`config.mk`:
```
export PLATFORM = sky130hd
export DESIGN_NAME = dmem_ctrl
export DESIGN_NICKNAME = d
export VERILOG_FILES = /design/src/rtl/cpu_types_pkg.sv /design/src/rtl/dmem_wait_cnt.sv /design/src/rtl/dmem_ctrl.sv
export SDC_FILE = /design/constraint.sdc
export NUM_CORES = 1
export LEC_CHECK = 0
export CORE_UTILIZATION = 43
export CTS_BUF_LIST = sky130_fd_sc_hd__clkbuf_8 sky130_fd_sc_hd__clkbuf_16
export CTS_CLUSTER_DIAMETER = 100
export DETAILED_ROUTE_END_ITERATION = 10
export HOLD_SLACK_MARGIN = 0.06
export PLACE_DENSITY = 0.91
export SYNTH_ARGS = -nofsm -noshare
export SYNTH_HDL_FRONTEND = slang
export SYNTH_SLANG_ARGS = --single-unit
```
`constraint.sdc`:
```
create_clock -name CLK -period 4.1 [get_ports CLK]
set_input_delay 0.82 -clock CLK [delete_from_list [all_inputs] [get_ports CLK]]
set_output_delay 0.82 -clock CLK [all_outputs]
set_load 0.01 [all_outputs]
```
`src/rtl/cpu_types_pkg.sv`:
```
// Shared pipeline types for the CPU core. This package also holds the
// memory-stage controller's state encoding and its default abort limit.
package cpu_types_pkg;

  localparam int WORD_W = 32;
  typedef logic [WORD_W-1:0] word_t;

  // Memory-stage control bits carried by the ID/EX and EX/MEM latches.
  typedef struct packed {
    logic dren;
    logic dwen;
    logic halt;
  } mem_ctrl_t;

  typedef enum logic [1:0] {
    DMEM_IDLE   = 2'd0,
    DMEM_DREQ   = 2'd1,
    DMEM_DONE   = 2'd2,
    DMEM_HALTED = 2'd3
  } dmem_state_t;

  localparam int DMEM_TIMEOUT_DEFAULT = 255;

  function automatic logic is_data_req(input logic dren, input logic dwen);
    return dren | dwen;
  endfunction

endpackage

```
`src/rtl/dmem_wait_cnt.sv`:
```
// Saturating wait counter with synchronous clear/enable and a terminal-count flag.
// Clear has priority over enable.
module dmem_wait_cnt #(
  parameter int CNT_W = 8,
  parameter int TERM  = 255
) (
  input  logic clk_i,
  input  logic rst_ni,
  input  logic clr_i,
  input  logic en_i,
  output logic tc_o
);

  localparam logic [CNT_W-1:0] TERM_C = CNT_W'(TERM);
  localparam logic [CNT_W-1:0] MAX_C  = {CNT_W{1'b1}};

  logic [CNT_W-1:0] cnt_q;
  logic [CNT_W-1:0] cnt_d;

  // next count: clear, saturating increment, or hold
  always_comb begin
    cnt_d = cnt_q;
    if (clr_i) begin
      cnt_d = {CNT_W{1'b0}};
    end else if (en_i && (cnt_q != MAX_C)) begin
      cnt_d = cnt_q + {{(CNT_W-1){1'b0}}, 1'b1};
    end else begin
      cnt_d = cnt_q;
    end
  end

  // count register
  always_ff @(posedge clk_i) begin
    if (!rst_ni) begin
      cnt_q <= {CNT_W{1'b0}};
    end else begin
      cnt_q <= cnt_d;
    end
  end

  assign tc_o = (cnt_q == TERM_C);

endmodule

```
`src/rtl/dmem_ctrl.sv`:
```
// Memory-stage request controller: holds a data request until dhit, returns
// load data, arbitrates the shared port against fetch, and owns the sticky halt.
module dmem_ctrl
  import cpu_types_pkg::*;
#(
  parameter int DATA_W  = 32,
  parameter int TIMEOUT = DMEM_TIMEOUT_DEFAULT,
  parameter int CNT_W   = 8
) (
  input  logic              CLK,
  input  logic              nRST,
  input  logic              dREN_in,
  input  logic              dWEN_in,
  input  logic [DATA_W-1:0] addr_in,
  input  logic [DATA_W-1:0] store_in,
  input  logic              halt_in,
  input  logic              iREN_req,
  input  logic              dhit,
  input  logic [DATA_W-1:0] dmemload,
  output logic              dmemREN,
  output logic              dmemWEN,
  output logic [DATA_W-1:0] dmemaddr,
  output logic [DATA_W-1:0] dmemstore,
  output logic              imemREN,
  output logic [DATA_W-1:0] load_data,
  output logic              load_valid,
  output logic              mem_stall,
  output logic              halt_out,
  output logic              mem_err
);

  localparam logic TO_EN = (TIMEOUT != 0);

  dmem_state_t       state_q;
  logic              ren_q;
  logic              wen_q;
  logic              is_wr_q;
  logic [DATA_W-1:0] addr_q;
  logic [DATA_W-1:0] store_q;
  logic [DATA_W-1:0] load_data_q;
  logic              load_valid_q;
  logic              halt_q;
  logic              err_q;

  logic req_s;
  logic cnt_clr_s;
  logic cnt_en_s;
  logic cnt_tc_s;
  logic timeout_s;
  logic mem_stall_s;
  logic imem_ren_s;

  assign req_s     = is_data_req(dREN_in, dWEN_in);
  assign cnt_clr_s = (state_q == DMEM_IDLE) && !halt_in && req_s;
  assign cnt_en_s  = (state_q == DMEM_DREQ);
  assign timeout_s = TO_EN && cnt_tc_s;

  dmem_wait_cnt #(
    .CNT_W (CNT_W),
    .TERM  (TIMEOUT)
  ) u_wait_cnt (
    .clk_i  (CLK),
    .rst_ni (nRST),
    .clr_i  (cnt_clr_s),
    .en_i   (cnt_en_s),
    .tc_o   (cnt_tc_s)
  );

  // controller FSM with registered request, result and status outputs
  always_ff @(posedge CLK) begin
    if (!nRST) begin
      state_q      <= DMEM_IDLE;
      ren_q        <= 1'b0;
      wen_q        <= 1'b0;
      is_wr_q      <= 1'b0;
      addr_q       <= {DATA_W{1'b0}};
      store_q      <= {DATA_W{1'b0}};
      load_data_q  <= {DATA_W{1'b0}};
      load_valid_q <= 1'b0;
      halt_q       <= 1'b0;
      err_q        <= 1'b0;
    end else begin
      case (state_q)
        DMEM_IDLE: begin
          load_valid_q <= 1'b0;
          if (halt_in) begin
            halt_q  <= 1'b1;
            state_q <= DMEM_HALTED;
          end else if (req_s) begin
            // a simultaneous read and write resolves to the write
            addr_q  <= addr_in;
            store_q <= store_in;
            is_wr_q <= dWEN_in;
            wen_q   <= dWEN_in;
            ren_q   <= !dWEN_in;
            state_q <= DMEM_DREQ;
          end else begin
            state_q <= DMEM_IDLE;
          end
        end
        DMEM_DREQ: begin
          if (dhit) begin
            if (!is_wr_q) begin
              load_data_q <= dmemload;
            end
            load_valid_q <= !is_wr_q;
            ren_q        <= 1'b0;
            wen_q        <= 1'b0;
            state_q      <= DMEM_DONE;
          end else if (timeout_s) begin
            err_q        <= 1'b1;
            load_data_q  <= {DATA_W{1'b0}};
            load_valid_q <= !is_wr_q;
            ren_q        <= 1'b0;
            wen_q        <= 1'b0;
            state_q      <= DMEM_DONE;
          end else begin
            state_q <= DMEM_DREQ;
          end
        end
        DMEM_DONE: begin
          load_valid_q <= 1'b0;
          state_q      <= DMEM_IDLE;
        end
        DMEM_HALTED: begin
          ren_q        <= 1'b0;
          wen_q        <= 1'b0;
          load_valid_q <= 1'b0;
          halt_q       <= 1'b1;
          state_q      <= DMEM_HALTED;
        end
        default: begin
          ren_q        <= 1'b0;
          wen_q        <= 1'b0;
          load_valid_q <= 1'b0;
          state_q      <= DMEM_IDLE;
        end
      endcase
    end
  end

  // stall must act in the request cycle itself; fetch only gets an idle port
  always_comb begin
    mem_stall_s = 1'b0;
    imem_ren_s  = 1'b0;
    case (state_q)
      DMEM_IDLE: begin
        mem_stall_s = req_s;
        if (req_s || halt_in) begin
          imem_ren_s = 1'b0;
        end else begin
          imem_ren_s = iREN_req;
        end
      end
      DMEM_DREQ: begin
        mem_stall_s = 1'b1;
        imem_ren_s  = 1'b0;
      end
      DMEM_DONE: begin
        mem_stall_s = 1'b0;
        imem_ren_s  = iREN_req;
      end
      DMEM_HALTED: begin
        mem_stall_s = 1'b0;
        imem_ren_s  = 1'b0;
      end
      default: begin
        mem_stall_s = 1'b0;
        imem_ren_s  = 1'b0;
      end
    endcase
  end

  assign dmemREN    = ren_q;
  assign dmemWEN    = wen_q;
  assign dmemaddr   = addr_q;
  assign dmemstore  = store_q;
  assign load_data  = load_data_q;
  assign load_valid = load_valid_q;
  assign halt_out   = halt_q;
  assign mem_err    = err_q;
  assign mem_stall  = mem_stall_s;
  assign imemREN    = imem_ren_s;

endmodule

```
; After elaboration in Yosys (flattened, before gate mapping)
; Index checks and enable logic that the tools add are counted.
[classes]
eq_ne = 10
n_addsub = 1
mux = 24
bitwise = 4
n_reduce_logical = 20
[op_table]
columns = op, count
row1 = 32-bit two-way mux, 3
row2 = 1-bit case mux with 3 select lines, 4
row3 = 1-bit two-way mux, 11
row4 = 3-bit AND reduction, 3
row5 = "8-bit by 1-bit adder with 8-bit output, second input constant", 1
row6 = "8-bit == test, second input constant", 1
row7 = "2-bit inequality test, second input constant", 4
row8 = "8-bit inequality test, second input constant", 1
row9 = 2-bit case mux with 4 select lines, 1
row10 = 2-bit two-way mux, 3
row11 = 2-bit OR reduction, 3
row12 = "2-bit == test, second input constant", 2
row13 = 1-bit case mux with 2 select lines, 2
row14 = 4-bit AND reduction, 1
row15 = 2-bit nonzero test, 2
row16 = 1-bit logical AND, 3
row17 = 1-bit zero test, 3
row18 = "3-bit inequality test, second input constant", 1
row19 = 1-bit NOT, 3
row20 = 3-bit nonzero test, 1
row21 = 3-bit OR reduction, 1
row22 = "2-bit by 1-bit == test with 1-bit output, second input constant", 1
row23 = 2-bit zero test, 1
row24 = 2-bit AND reduction, 1
row25 = 2 further kinds, 2
[totals]
out_inout_bits = 103
register_bits = 112
input_bits = 103

; Longest topological paths before layout
; Gate-level depths: netlist of run 1.
[logic_depth]
word_depth = 4
mapped_depth = 6
ltp_nobuf = 5

; Hierarchy
; A second synthesis of run 1 with hierarchy kept.
[unflattened]
hier_cells = 454
hier_area_um2 = 4490.6
[modules_own_cells]
columns = mod, area_per_inst_um2, cells_per_inst, seq_area_each_um2, n_inst
row1 = dmem_ctrl, 4067.7, 404, 2082.0, 1
row2 = dmem_wait_cnt, 422.9, 50, 160.2, 1

; Least setup slack after synthesis of run 1
; OpenSTA, ideal clock, no wires.
[synth_path]
path_kind = input to output
startpoint = input dWEN_in
endpoint = output imemREN
cell_stages = 3
arrival_time_ns = 1.368
path_buffers = 0
path_slack_ns = 1.912
cell_sequence = nor3_1 nor2_1 nor3b_1
[synth_via]
elab_chain_cells = 4
[synth_rtl]
columns = item, line_no
row1 = from (decl), dmem_ctrl.sv:13  ; input logic dWEN_in,
row2 = 1-bit OR, cpu_types_pkg.sv:25  ; return dren | dwen;
row3 = 1-bit logical OR, dmem_ctrl.sv:149  ; if (req_s || halt_in) begin
row4 = 1-bit two-way mux, dmem_ctrl.sv:149
row5 = 1-bit case mux with 3 select lines, dmem_ctrl.sv:146  ; case (state_q)
row6 = to (decl), dmem_ctrl.sv:24  ; output logic imemREN,
; Every way passes these cells.

; Worst setup path after layout of run 1
; Ends and elaborated chain as after synthesis.

==> results of run 1 <==
-- area by class of cell --
class | instances | share of cell area, %
Tap cell | 129 | 2.506
Timing Repair Buffer | 209 | 32.25
Clock inverter | 7 | 1.690
Sequential cell | 112 | 34.81
Clock buffer | 9 | 1.923
Inverter | 2 | 0.1166
Multi-Input combinational cell | 296 | 26.71
-- registers in the layout (all words and copies together), names as in the netlist --
register	cells
dmemaddr	32
dmemstore	32
load_data	32
u_wait_cnt.cnt_q	8
state_q	2
dmemREN	1
dmemWEN	1
halt_out	1
is_wr_q	1
load_valid	1
mem_err	1
-- cells in the final DEF (no fill, tap or decap), types with 2 or more instances in the layout --
cell / n
inv_1: 2
xnor2_1: 3
clkbuf_8: 9
nand2_1: 135
nor4_1: 2
nor3_1: 5
and3_1: 2
o21ai_1: 2
a21boi_0: 25
a21boi_1: 40
buf_4: 4
a22o_1: 32
nand2b_1: 2
xor2_1: 4
nor3b_1: 2
nor2_1: 14
bufinv_16: 2
inv_6: 2
dfxtp_1: 112
nand3_1: 3
o211ai_1: 3
clkdlybuf4s50_1: 204
inv_8: 2
o21a_1: 3
-- worst min-delay path, cell delays in order (launching register included) --
cell and delay (ps):
dfxtp_1 320, nand2_1 50, a21boi_1 50
-- metal layers --
layer | vias to the layer above | track usage [%]
li1 | 1864 | -
met1 | 1806 | 26.16
met2 | 123 | 39.26
met3 | 28 | 3.760
met4 | 0 | 9.922
met5 | - | 0
-- worst max path at each step --
stage / endpoint / from / cells past startpoint / slack (ps)
final: imemREN / dWEN_in / 5 / 860
after global routing: imemREN / dWEN_in / 5 / 770
after CTS: imemREN / dWEN_in / 5 / 830
after detailed placement: imemREN / dWEN_in / 5 / 850
after global placement: imemREN / dWEN_in / 5 / 900
after floorplan: imemREN / dWEN_in / 3 / 1910
-- logic make-up (layout without fill, tap and decap cells) --
| family | Yosys count | in the layout | synth area share [%] |
|---|---|---|---|
| buffers and inverters | 32 | 227 | 4.356 |
| xor gates and xnor gates | 7 | 7 | 1.482 |
| DFF | 112 | 112 | 54.20 |
| and+or+nand+nor | 173 | 173 | 17.76 |
| adders and majority gates | 1 | 1 | 0.3024 |
| AOI/OAI and AO/OA | 114 | 114 | 21.66 |
| muxes | 1 | 1 | 0.2420 |
-- where the power goes --
group	total, uW	internal, uW	switching (uW)
logic	411	239	173
registers	1190	1150	37.0
clock network	747	359	388
total	2340	1750	598
-- through the flow --
stage,total power (uW),std cells,cell area [sq um],hold WS (ps),setup slack (ps)
after global routing,2450,764,6441,477.3,770.8
after global placement,1607,748,6208,439.2,903.5
final,2343,764,6441,458.5,857.0
after floorplan,1382,440,4136,451.9,1912
after detailed placement,1623,748,6208,444.6,850.7
after CTS,2365,764,6441,460.2,830.5
==> out/qor_table.md, run 1 <==
| Step | Quantity | Reported |
| --- | --- | --- |
| status | Result of the run | complete, no violations |
| sta | Post-layout min period | 3243 ps |
| sta | Final max-slew violation count | 0 |
| min path | Endpoint with the worst hold slack | dmemaddr[11] |
| worst setup path | Crit-path cells | clkdlybuf4s50_1, nor3_1, nor2_1, nor3b_1, clkdlybuf4s50_1 |
| layout | Filler cell count in the final layout | 700 |
| sta | Sum of negative setup slack | 0 ps |
| synth | Leading cell types by total area after synthesis | dfxtp_1 54%, nand2_1 12%, a21boi_1 7.4%, a22o_1 6.8%, a21boi_0 4.5% |
| floorplanning | Die Footprint | 10020 sq um |
| clocking | Clock-pin slew on the worst setup and hold paths | 110 ps |
| worst setup path | Gate family responsible for the most delay along the worst path | buffers and inverters |
| sta | Post-route clock skew | 16.40 ps |
| sta | Setup repair after global routing missed its margin | no |
| routing | DRT antenna net count | 0 |
| sta | Finish-stage setup viols | 0 |
| clocking | Clock tree from TritonCTS | done |
| layout | Antenna cells | 0 |
| min path | Worst min-delay path startpoint | dmemaddr[11] |
| floorplanning | Core Box Area | 9284 sq um |
| worst setup path | Crit path capture type | output port |
| routing | Total wire length after detailed routing | 11250 microns |
| synth | Synth top area share | 54.20% |
| worst setup path | Capture instance of the worst register-to-register path | load_data[26] |
| power | Power per cell area | 363.8 nW/um^2 |
| sta | Number of hold violations in the final report | 0 |
| synth | Syn. warnings | 0 |
| layout | Post-Route Utilization | 69.38% |
| worst setup path | Critical path fanouts, max | 6 |
| floorplanning | Standard-cell rows | 35 |
| synth | Most used flip-flop cell after synthesis | dfxtp_1 |
| global routing | Largest net degree at the start of global routing | 68 |
| worst setup path | Critical path launch point type | primary input |
| layout | Number of nets at the end of the flow | 734 |
| routing | Highest layer used for signal routing | met4 |
| synth | Average cell area after synthesis | 9.401 sq um |
| clocking | Total clock sinks | 112 |
| floorplanning | Die Ht | 100.1 microns |
| synth | Top cell types by occurrence after synthesis | 135 x nand2_1, 112 x dfxtp_1, 41 x a21boi_1, 32 x a22o_1, 25 x a21boi_0 |
| global routing | Total congestion overflow after global routing | 0 |
| global routing | GRT Resource Usage Total | 22.10% |
| clocking | Htree depth | 3 |
| routing | Count of TritonRoute iterations in the first routing pass | 4 |
| worst setup path | Critical path buffer and inverter count | 2 |
| worst setup path | Startpoint of the worst register-to-register path | u_wait_cnt.cnt_q[0] |
| sta | Worst Tran Pin Value | 703.9 ps |
| synth | Mapped cell area | 4136 sq um |
| routing | Initial DRC count | 95 |
| clocking | Resized Gates After CTS | 0 |
| routing | Met3 layer wire length in the routed design | 577 microns |
| sta | Worst relative slew slack | 53.07% |
| synth | Number of flip-flops and latches in the synthesized netlist | 112 |
| clocking | CTS buffer count | 9 |
| synth | Yosys top cell by area | dfxtp_1 |
| clocking | Buffers from clock root to sink, at most | 2 |
| clocking | Post CTS Setup Buffer Count | 0 |
| min path | Worst Hold Depth | 2 |
| placement | Port Buf Inserts | 205 |
| synth | Mapped Nets | 544 |
| routing | Per-cell via count in the routed design | 5.001 |
| clocking | CTS Root Buffer Type | clkbuf_8 |
| worst setup path | Most used cell, CP | clkdlybuf4s50_1 |
| worst setup path | Crit Path Category | primary input to output port |
| power | Maximum ir drop on the vdd rail | 0.2383 mV |
| power | Leakage dissipation | 0.002341 uW |
| worst setup path | Worst reg2reg path depth | 6 |
| placement | Final Wtd Congestion | 0.8416 |
| worst setup path | Worst path arrival time | 2420 ps |
| layout | Area growth from synthesis to final layout | 55.72% |
| synth | Dominant cell by count in the synthesized netlist | nand2_1 |
| worst setup path | Required time of the critical path | 3280 ps |
| routing | Wire length on met1 | 4663 microns |
| routing | Number of DRC violations after detailed routing | 0 |
| sta | Share of the cycle needed by the critical path after routing | 79.10% |
| global routing | Global-route wire length before repair | 17680 microns |
| synth | Number of distinct standard cells referenced by the synthesized netlist | 39 |
| layout | Area occupied by multi-input gates | 1720 sq um |
| routing | Total number of vias | 3821 |
| synth | Sequential-to-total area share from yosys stat | 54.20% |
| routing | Met2 Wirelength | 5689 microns |
| synth | Number of cells produced by synthesis | 440 |
| floorplanning | Effective utilization at floorplan | 44.56% |
| clocking | Worst skew pair latency | 370 ps |
| min path | Type of the worst min-delay path | flop to flop |
| layout | Fraction of layout instances using a drive strength above 1 | 4.567% |
| job | Max-cap viol count | 0 |
| placement | Hpwl dp | 8116 microns |
| synth | Number of synthesized flops with an enable pin | 0 |
| worst setup path | Minimum setup slack among reg-to-reg paths | 2140 ps |
| worst setup path | Critical path's largest stage delay | 580 ps |
| layout | Area occupied by registers | 2242 sq um |
| global routing | Number of global-route vias before repair | 3727 |
| synth | Ys async rst share | 0% |
| sta | Top achievable clock speed | 308.4 MHz |
| worst setup path | Cell type of the slowest stage on the worst timing path | clkdlybuf4s50_1 |
| routing | Routed len/inst | 14.72 microns |
| floorplanning | Top-level I/O count | 206 |
| floorplanning | Chip Width | 100.1 microns |
| global routing | Initial antenna violation count | 0 |
| clocking | Hold buffer count at cts | 0 |
(Power assumes the default switching activity.)
==> run 2, diff against run 1 <==
--- a/config.mk
+++ b/config.mk
@@ -5,12 +5,12 @@
 export SDC_FILE = /design/constraint.sdc
 export NUM_CORES = 1
 export LEC_CHECK = 0
-export CORE_UTILIZATION = 43
+export CORE_UTILIZATION = 40
 export CTS_BUF_LIST = sky130_fd_sc_hd__clkbuf_8 sky130_fd_sc_hd__clkbuf_16
 export CTS_CLUSTER_DIAMETER = 100
 export DETAILED_ROUTE_END_ITERATION = 10
 export HOLD_SLACK_MARGIN = 0.06
-export PLACE_DENSITY = 0.91
+export PLACE_DENSITY = 0.86
 export SYNTH_ARGS = -nofsm -noshare
 export SYNTH_HDL_FRONTEND = slang
 export SYNTH_SLANG_ARGS = --single-unit
==> constraint.sdc (replaced) <==
create_clock -name CLK -period 3.4 [get_ports CLK]
set_input_delay 0.68 -clock CLK [delete_from_list [all_inputs] [get_ports CLK]]
set_output_delay 0.68 -clock CLK [all_outputs]
set_load 0.01 [all_outputs]
==> out/qor_table.md, run 2 (synthesis results as in run 1) <==
| Step | Quantity | Reported |
| --- | --- | --- |
| status | Result of the run | complete, no violations |
| layout | Antenna cells | 0 |
| placement | Area of placed instances | 6213 sq um |
| routing | Total wire length after detailed routing | 11630 microns |
| worst setup path | Required time of the critical path | 2720 ps |
| routing | DRT antenna net count | 0 |
| sta | Post-route clock skew | 9.193 ps |
| sta | Worst relative slew slack | 52.04% |
| placement | Final Wtd Congestion | 0.8271 |
| sta | Finish-stage setup viols | 0 |
| routing | Initial DRC count | 179 |
| clocking | CTS buffer count | 9 |
| clocking | Post CTS Setup Buffer Count | 0 |
| sta | Number of hold violations in the final report | 0 |
| sta | Worst Tran Pin Value | 719.4 ps |
| worst setup path | Crit Path Category | primary input to output port |
| power | Switching portion of total power | 26.86% |
| routing | Total number of vias | 3789 |
| layout | Most common library cell in the layout ignoring fill and taps | clkdlybuf4s50_1 |
| clocking | Htree depth | 3 |
| clocking | Buffers from clock root to sink, at most | 2 |
| sta | Top achievable clock speed | 338.0 MHz |
| worst setup path | Crit path capture type | output port |
| sta | Final critical-path setup slack | 441.1 ps |
| layout | Final cell count without fillers | 768 |
| clocking | Clock-pin slew on the worst setup and hold paths | 100 ps |
| layout | Area occupied by multi-input gates | 1720 sq um |
| worst setup path | Critical path fanouts, max | 6 |
| clocking | Clock tree from TritonCTS | done |
| layout | Post-route cell area | 6392 sq um |
| power | Power per cell area | 416.1 nW/um^2 |
| floorplanning | Chip Width | 103.7 microns |
| layout | Leading cell types in the layout, fill and taps excluded | 204 x clkdlybuf4s50_1, 135 x nand2_1, 112 x dfxtp_1, 40 x a21boi_1, 32 x a22o_1 |
| floorplanning | Top-level I/O count | 206 |
| clocking | Worst skew pair latency | 370 ps |
| layout | Filler cell count in the final layout | 789 |
| layout | Number of nets at the end of the flow | 734 |
| routing | Per-cell via count in the routed design | 4.934 |
| power | Switch Pwr | 714.4 uW |
| placement | Post-placement setup slack | 452.9 ps |
| floorplanning | Effective utilization at floorplan | 41.74% |
| power | Clock share of power | 27.6% |
| job | Max-cap viol count | 0 |
| sta | Share of the cycle needed by the critical path after routing | 87.03% |
| sta | Sum of negative setup slack | 0 ps |
| layout | Fraction of layout instances using a drive strength above 1 | 4.567% |
| floorplanning | Core Box Area | 9910 sq um |
| floorplanning | Die Ht | 103.7 microns |
| layout | Area growth from synthesis to final layout | 54.54% |
| power | Maximum ir drop on the vdd rail | 0.2634 mV |
| placement | Hpwl dp | 8274 microns |
| global routing | Global-route wire length before repair | 18690 microns |
| placement | Number of placed instances with taps included | 752 |
| global routing | Number of global-route vias before repair | 3800 |
| placement | Port Buf Inserts | 205 |
| power | Internal power | 1946 uW |
| sta | Setup repair after global routing missed its margin | no |
| global routing | Total congestion overflow after global routing | 0 |
| worst setup path | Critical path launch point type | primary input |
| power | Leakage dissipation | 0.002309 uW |
| layout | Area occupied by registers | 2242 sq um |
| routing | Count of TritonRoute iterations in the first routing pass | 6 |
| global routing | GRT Resource Usage Total | 21.45% |
| global routing | Initial antenna violation count | 0 |
| routing | Number of DRC violations after detailed routing | 0 |
| clocking | Hold buffer count at cts | 0 |
| clocking | CTS Root Buffer Type | clkbuf_8 |
| min path | Type of the worst min-delay path | flop to flop |
| floorplanning | Die Footprint | 10750 sq um |
| global routing | Largest net degree at the start of global routing | 68 |
| sta | Final max-slew violation count | 0 |
| clocking | Total clock sinks | 112 |
| worst setup path | Worst path arrival time | 2280 ps |
| floorplanning | Standard-cell rows | 36 |
| clocking | Resized Gates After CTS | 0 |
| sta | Post-layout min period | 2959 ps |
| power | Tot Pwr | 2660 uW |
| power | Relative contribution of sequential cells to total power | 53.8% |
| routing | Routed len/inst | 15.14 microns |
| power | Gate power share | 18.7% |
-- run 2: metrics by stage --
step / hold slack (ps) / util [%]
floorplan: 451.9 / -
global placement: 439.4 / 62.70
detailed placement: 443.9 / 62.70
CTS: 459.0 / 64.51
global route: 485.7 / 64.51
finish: 457.2 / 64.51
-- run 2: critical path: stages --
cell	delay [ps]
clkdlybuf4s50_1	520
nor3_1	240
nor2_1	80
nor3b_1	190
clkdlybuf4s50_1	570
-- run 2: worst paths after layout --
check	slack (ps)	start	end	cells past startpoint
worst max-delay path	440	dWEN_in	imemREN	5
worst min-delay path	460	dmemstore[1]	dmemstore[1]	2
worst max register to register	1490	u_wait_cnt.cnt_q[0]	load_data[6]	6
worst min register to register	460	dmemstore[1]	dmemstore[1]	2
-- run 2: power by group through the flow --
stage                     combinational [uW]  clock [uW]  sequential (uW)
after detailed placement                 496           0             1460
after global placement                   487           0             1450
final                                    497         733             1430
after CTS                                499         763             1430
after global routing                     534         816             1440
after floorplan                          185           0             1480
-- run 2: area by class of cell --
| type | instances | area share [%] |
|---|---|---|
| Tap cell | 133 | 2.603 |
| Clock inverter | 7 | 0.8612 |
| Multi-Input combinational cell | 296 | 26.91 |
| Timing Repair Buffer | 209 | 32.49 |
| Clock buffer | 9 | 1.938 |
| Sequential cell | 112 | 35.08 |
| Inverter | 2 | 0.1174 |
-- run 2: routing by layer --
| layer | vias to the layer above | share of wire (%) | GRT usage (%) |
|---|---|---|---|
| met5 | - | 0 | 0 |
| met4 | 0 | 1.6 | 6.939 |
| met3 | 15 | 5.1 | 4.720 |
| met2 | 125 | 52 | 39.88 |
| met1 | 1783 | 41 | 24.17 |
| li1 | 1866 | - | - |
